==> src/rtl/wb_rr_arbiter.sv <==
// Two-master Wishbone round-robin arbiter (fetch m0, data m1) onto one shared slave bus.
// Optional ACK watchdog enabled by defining MOXIE_ARB_TIMEOUT_EN.
module wb_rr_arbiter #(
  parameter int AW      = 32,
  parameter int DW      = 32,
  parameter int TIMEOUT = 255
) (
  input  logic            clk_i,
  input  logic            rst_i,
  input  logic            m0_cyc_i,
  input  logic            m0_stb_i,
  input  logic            m0_we_i,
  input  logic [AW-1:0]   m0_adr_i,
  input  logic [DW-1:0]   m0_dat_i,
  input  logic [DW/8-1:0] m0_sel_i,
  output logic [DW-1:0]   m0_dat_o,
  output logic            m0_ack_o,
  output logic            m0_err_o,
  input  logic            m1_cyc_i,
  input  logic            m1_stb_i,
  input  logic            m1_we_i,
  input  logic [AW-1:0]   m1_adr_i,
  input  logic [DW-1:0]   m1_dat_i,
  input  logic [DW/8-1:0] m1_sel_i,
  output logic [DW-1:0]   m1_dat_o,
  output logic            m1_ack_o,
  output logic            m1_err_o,
  output logic            s_cyc_o,
  output logic            s_stb_o,
  output logic            s_we_o,
  output logic [AW-1:0]   s_adr_o,
  output logic [DW-1:0]   s_dat_o,
  output logic [DW/8-1:0] s_sel_o,
  input  logic [DW-1:0]   s_dat_i,
  input  logic            s_ack_i,
  input  logic            s_err_i,
  output logic [1:0]      gnt_o
);

  localparam logic [1:0] IDLE = 2'd0;
  localparam logic [1:0] G0   = 2'd1;
  localparam logic [1:0] G1   = 2'd2;

  if (TIMEOUT < 1 || TIMEOUT > 65535) begin : g_bad_timeout
    $error("wb_rr_arbiter: TIMEOUT must be 1..65535");
  end

  logic [1:0] state_q, state_d;
  logic       last_q, last_d;   // 1 = m1 served last, so m0 wins the next tie
  logic       g0, g1, tmo;

  assign g0    = (state_q == G0);
  assign g1    = (state_q == G1);
  assign gnt_o = {g1, g0};

`ifdef MOXIE_ARB_TIMEOUT_EN
  logic [15:0] cnt_q, cnt_d;

  // Counts strobe cycles still waiting for a response; the cycle it hits TIMEOUT
  // kills the strobe, which in turn clears the counter.
  assign tmo = (state_q != IDLE) && (cnt_q == 16'(TIMEOUT));

  always_comb begin
    cnt_d = cnt_q + 16'd1;
    if (!s_stb_o || s_ack_i || s_err_i) cnt_d = '0;
  end

  always_ff @(posedge clk_i or posedge rst_i) begin
    if (rst_i) cnt_q <= '0;
    else       cnt_q <= cnt_d;
  end
`else
  assign tmo = 1'b0;
`endif

  always_comb begin
    state_d = state_q;
    last_d  = last_q;
    case (state_q)
      IDLE: begin
        if (m0_cyc_i && m1_cyc_i) state_d = last_q ? G0 : G1;
        else if (m0_cyc_i)        state_d = G0;
        else if (m1_cyc_i)        state_d = G1;
      end
      G0: begin
        if (!m0_cyc_i || tmo) begin
          last_d  = 1'b0;
          state_d = m1_cyc_i ? G1 : IDLE;
        end
      end
      G1: begin
        if (!m1_cyc_i || tmo) begin
          last_d  = 1'b1;
          state_d = m0_cyc_i ? G0 : IDLE;
        end
      end
      default: state_d = IDLE;
    endcase
  end

  always_ff @(posedge clk_i or posedge rst_i) begin
    if (rst_i) begin
      state_q <= IDLE;
      last_q  <= 1'b1;
    end else begin
      state_q <= state_d;
      last_q  <= last_d;
    end
  end

  // Slave side follows the owner combinationally; everything is zero while idle.
  assign s_cyc_o = ((g0 & m0_cyc_i) | (g1 & m1_cyc_i)) & ~tmo;
  assign s_stb_o = ((g0 & m0_stb_i) | (g1 & m1_stb_i)) & ~tmo;
  assign s_we_o  = (g0 & m0_we_i) | (g1 & m1_we_i);
  assign s_adr_o = g0 ? m0_adr_i : (g1 ? m1_adr_i : '0);
  assign s_dat_o = g0 ? m0_dat_i : (g1 ? m1_dat_i : '0);
  assign s_sel_o = g0 ? m0_sel_i : (g1 ? m1_sel_i : '0);

  assign m0_ack_o = s_ack_i & g0;
  assign m1_ack_o = s_ack_i & g1;
  assign m0_err_o = (s_err_i | tmo) & g0;
  assign m1_err_o = (s_err_i | tmo) & g1;
  assign m0_dat_o = g0 ? s_dat_i : '0;
  assign m1_dat_o = g1 ? s_dat_i : '0;

endmodule
==> config.mk <==
export PLATFORM = sky130hd
export DESIGN_NAME = wb_rr_arbiter
export DESIGN_NICKNAME = d
export VERILOG_FILES = /design/src/rtl/wb_rr_arbiter.sv
export SDC_FILE = /design/constraint.sdc
export NUM_CORES = 1
export LEC_CHECK = 0
export CAP_MARGIN = 15
export CORE_AREA = 3 3 124 126
export CTS_BUF_LIST = sky130_fd_sc_hd__clkbuf_16
export CTS_CLUSTER_DIAMETER = 60
export DETAILED_ROUTE_END_ITERATION = 12
export DIE_AREA = 0 0 127 129
export DONT_BUFFER_PORTS = 1
export SETUP_SLACK_MARGIN = 0.02
export SLEW_MARGIN = 25
export SYNTH_ARGS = -nofsm -noshare
export SYNTH_HDL_FRONTEND = slang
export SYNTH_SLANG_ARGS = --single-unit
==> constraint.sdc <==
create_clock -name clk_i -period 1.8 [get_ports clk_i]
set_input_delay 0.27 -clock clk_i [delete_from_list [all_inputs] [get_ports clk_i]]
set_output_delay 0.27 -clock clk_i [all_outputs]
set_load 0.1 [all_outputs]
-- Word-level counts from Yosys, hierarchy flattened
Cells that the tools add are included.
- multiplexer cells: 20
- reduce and logical (&&, ||, !) cells: 5
- bitwise logic cells: 13
- equal/unequal tests: 5
- operator list (kind ; number):
    32-bit two-way mux ; 6
    2-bit two-way mux ; 7
    1-bit bitwise AND ; 10
    4-bit two-way mux ; 2
    2-bit one-hot mux with 3 select lines ; 1
    3-bit AND reduction ; 2
    2-bit inequality test, second input constant ; 2
    4-bit inequality test, second input constant ; 1
    1-bit two-way mux ; 3
    1-bit OR ; 3
    2-bit by 1-bit equality test with 1-bit output, second input constant ; 1
    2-bit equality test, second input constant ; 1
    2-bit zero test ; 1
    1-bit one-hot mux with 2 select lines ; 1
    2-bit nonzero test ; 1
    1-bit logical AND ; 1
- output and inout port bits: 141
- input bits: 178
- flip-flop bits (word level): 3
- logic and storage cells: 45

-- Longest topological paths before layout
- depth in word-level cells: 4
- depth in mapped cells: 5
- gate-level depth less buffers: 3

-- Least setup slack after synthesis
OpenSTA, ideal clock, no wires.
- kind: reg-to-output
- start: register state_q[1]
- end: output port s_dat_o[10]
- cell stages (with the launch flop): 6
- data arrival time: 1725 ps
- slack: -195 ps
- path buffers: 3
- data required time: 1530 ps
- cell sequence: dfrtp_1 > nor2b_1 > buf_6 > buf_8 > buf_8 > a22o_1
- word-level cells in the longest chain between the ends: 3
- elaborated cells between the ends (all ways): 4
- those cells by class: eq/ne: 2; mux: 2
- ends and longest elaborated chain (what ; RTL line ; text):
    from (decl) ; 48 ; logic [1:0] state_q, state_d;
    from (signal assigned) ; 106 ; state_q <= state_d;
    2-bit equality test ; 53 ; assign g1 = (state_q == G1);
    32-bit two-way mux ; 116 ; assign s_dat_o = g0 ? m0_dat_i : (g1 ? m1_dat_i : '0);
    32-bit two-way mux * ; 116 ;
    to (decl) ; 32 ; output logic [DW-1:0] s_dat_o,
Every way passes the cells marked *; elsewhere a longest branch is shown, timed or not.

-- Final worst setup path
- start: register state_q[0]
- end: output port s_adr_o[14]
- word-level cells in the longest chain between the ends: 3
- elaborated cells between the ends (all ways): 4
- those cells by class: eq/ne: 2; mux: 2
- ends and longest elaborated chain (what ; RTL line ; text):
    2-bit equality test ; 53 ;
    32-bit two-way mux ; 115 ; assign s_adr_o = g0 ? m0_adr_i : (g1 ? m1_adr_i : '0);
    32-bit two-way mux * ; 115 ;
    to (decl) ; 31 ; output logic [AW-1:0] s_adr_o,
Marked as above.

==> impl_results.md <==
- Outcome: finished with violations
- Failing checks: setup timing
- Normalized max-slew margin: 80.5%
- Worst-path fanout max: 11
- Max-Cap Viols: 0
- Hold Path Cell Cnt: 1
- Finished Layout Cells: 518
- Critical path data required time: 1.53 ns
- Cell variety after synth: 19
- Register clock-pin slew on the reported worst setup and hold paths: 0.03 ns
- WP depth: 7
- Crit share post-route: 105%
- Syn_nets: 359
- F_max: 527 MHz
- RSZ-0062 raised after global routing: yes
- Number of global-route vias before repair: 2575
- Die area: 16400 sq um
- Port Buffer Count: 0
- CP Cell Sequence: inv_2 -> nor2_4 -> buf_12 -> buf_12 -> buf_16 -> a22o_4 -> buf_12
- Pleak: 2.39 nW
- CP Class: reg2out
- First-pass GRT wire length: 18000 microns
- CTS H-tree lvls: 1
- Worst skew pair latency: ~0.22 ns
- R2R depth: 6
- Post-synthesis cell area: 1390 sq um
- Drt drc: 0
- Clock Path Buffers: 2
- Worst hold path class: in2reg
- Core Region: 14400 sq um
- WL per Instance: 26.5 microns
- Max incr delay on CP: 0.44 ns
- Arr. time, crit path: 1.63 ns
- # diodes: 0
- Final net count: 513
- Detailed placer's ending HPWL: 9570 microns
- # IOs: 319
- CP top delay family: buffers and inverters
- Shortest period the worst path allows: 1.90 ns
- Initial antenna violation count: 0
- Most frequent CP cell: buf_12
- Synth Warn #: 0
- Synthesis-stage register bit count: 3
- Die Width: 127 microns
- Std-Cell Rows: 44
- GRT Total Usage: 14.7%
- Layout cells sized above 1: ~96%
- Largest net degree at the start of global routing: 42
- Synth Area per Inst: 7.69 sq um
- Crit start category: flop
- Critical Path Sink Type: output port
- Total Wirelength: 13800 microns
- Final setup margin: -0.0972 ns
- DRT iter0 DRCs: 44
- TritonCTS Buffers: 3
- Sequential-to-total area share from yosys stat: 5.48%
- Via count: 2261
- CP max-delay cell: dfrtp_2
- Worst slew pin tran: 0.294 ns
- Pre-Repair DR Iteration Count: 5
- Power Density: 1690 nW/um^2
- Grt ovf: 0
- Final setup TNS: -6.83 ns
- Via/cell ratio: 4.36
- Clk Tree Root Cell: clkbuf_16
- TritonCTS clock tree: yes
- Placed cells: around 480
- CP bufs+invs: 5
- Max rail drop VDD: between 0.5 and 0.6 mV
- Area grow syn2layout: 298%
- CTS Sinks: 3
- Cells after Synth: 181
- Final setup fails: around 110
- Remaining antenna violation count: 0
- Final hold violation count: 0
- Initial Util: under 10%
- GP Congestion: roughly 0.85
- Die Ht: 129 microns
- Clock Skews: between 0.001 and 0.0015 ns
- Fin. max-slew vios: 0
-- worst paths after layout --
kind / startpoint / to / slack (ns)
min in group asynchronous: rst_i / state_q[1]$_DFFE_PP0P_ / 0.37
setup reg to reg: state_q[1]$_DFFE_PP0P_ / state_q[1]$_DFFE_PP0P_ / 0.58
hold reg to reg: last_q$_DFFE_PP1P_ / last_q$_DFFE_PP1P_ / 0.49
hold / removal: m1_cyc_i / state_q[1]$_DFFE_PP0P_ / 0.19
max in group asynchronous: rst_i / last_q$_DFFE_PP1P_ / 1.21
setup / recovery: state_q[0]$_DFFE_PP0P_ / s_adr_o[14] / -0.1
-- repair_timing --
item / 4_1_cts / 5_1_grt
setup endpoints to repair: 140 / 140
hold buffers: 1 / 0
gates resized for setup: 90 / 18
setup buffers: 12 / 1
hold endpoints to repair: 2 / 0
gates cloned: 10 / 7
pin swaps: 21 / 17
-- cells by family after synthesis --
| logic type | count (synthesis) | share of synthesized area [%] |
|---|---|---|
| buf+inv | 27 | 13.0 |
| simple gates | 76 | 34.0 |
| compound gates | 75 | 47.5 |
| flops | 3 | 5.48 |
-- synthesized netlist by cell type --
| cell type | n | area [sq um] |
|---|---|---|
| a22o_1 | 69 | 604 |
| inv_2 | 1 | 3.75 |
| o21ai_0 | 2 | 10.0 |
| nor2_1 | 2 | 7.51 |
| nor2_4 | 1 | 11.3 |
| dfstp_2 | 1 | 26.3 |
| o22ai_1 | 2 | 12.5 |
| buf_8 | 3 | 45.0 |
| nand2_1 | 1 | 3.75 |
| inv_1 | 1 | 3.75 |
| buf_4 | 3 | 22.5 |
| buf_6 | 3 | 33.8 |
| a22o_4 | 2 | 35.0 |
| buf_1 | 2 | 7.51 |
| and2_1 | 70 | 438 |
| buf_2 | 10 | 50.1 |
| clkbuf_1 | 4 | 15.0 |
| dfrtp_1 | 2 | 50.1 |
| nor2b_1 | 2 | 12.5 |
-- area by class of cell --
cell class / count / area [sq um]
inverter: 2 / 7.51
multi-input combinational: 151 / 1640
clock buffer: 3 / 75.1
sequential: 3 / 78.8
clock inverter: 1 / 3.75
tap: 184 / 230
fill: 1340 / 8880
timing repair buffer: 174 / 3510
-- flip-flops by register name (all words and copies together) (netlist names) --
| name | flops |
|---|---|
| last_q | 1 |
| state_q | 2 |
-- cells in the final DEF (no fill, tap or decap), drive strengths merged --
| master | instances |
|---|---|
| a22o | 71 |
| o22ai | 2 |
| and2 | 70 |
| dfstp | 1 |
| o21ai | 2 |
| bufbuf | 2 |
| inv | 3 |
| dlygate4sd3 | 1 |
| nor2 | 3 |
| dfrtp | 2 |
| buf | 164 |
| nor2b | 2 |
| nand2 | 1 |
| clkbuf | 10 |
-- metal layers --
layer	GRT usage [%]	share of wire (%)	vias up
met5	0	0	-
met2	29.8	58	177
met4	1.70	0.49	0
li1	-	-	983
met1	15.3	33	1095
met3	4.19	8.4	6
-- per-stage QoR --
step	worst slack [ns]	total power, mW	instance area, sq um	hold WS (ns)	utilization (%)
floorplan	0.0941	5.21	1560	0.0229	-
global placement	0.0980	7.86	4490	0.0285	31.1
detailed placement	0.0173	7.94	4490	0.0418	31.1
CTS	-0.0824	9.15	5280	0.183	36.6
global route	-0.123	9.58	5540	0.190	38.4
finish	-0.0972	9.38	5540	0.188	38.4
-- where the power goes --
group | switching [mW] | internal, mW | total (mW) | leakage, nW
Clock | 0.0605 | 0.286 | 0.347 | 0.0423
Combinational | 5.49 | 3.42 | 8.91 | 2.32
Sequential | 0.0235 | 0.0997 | 0.123 | 0.0332
No activity file was read; power rests on OpenSTA's default activity.
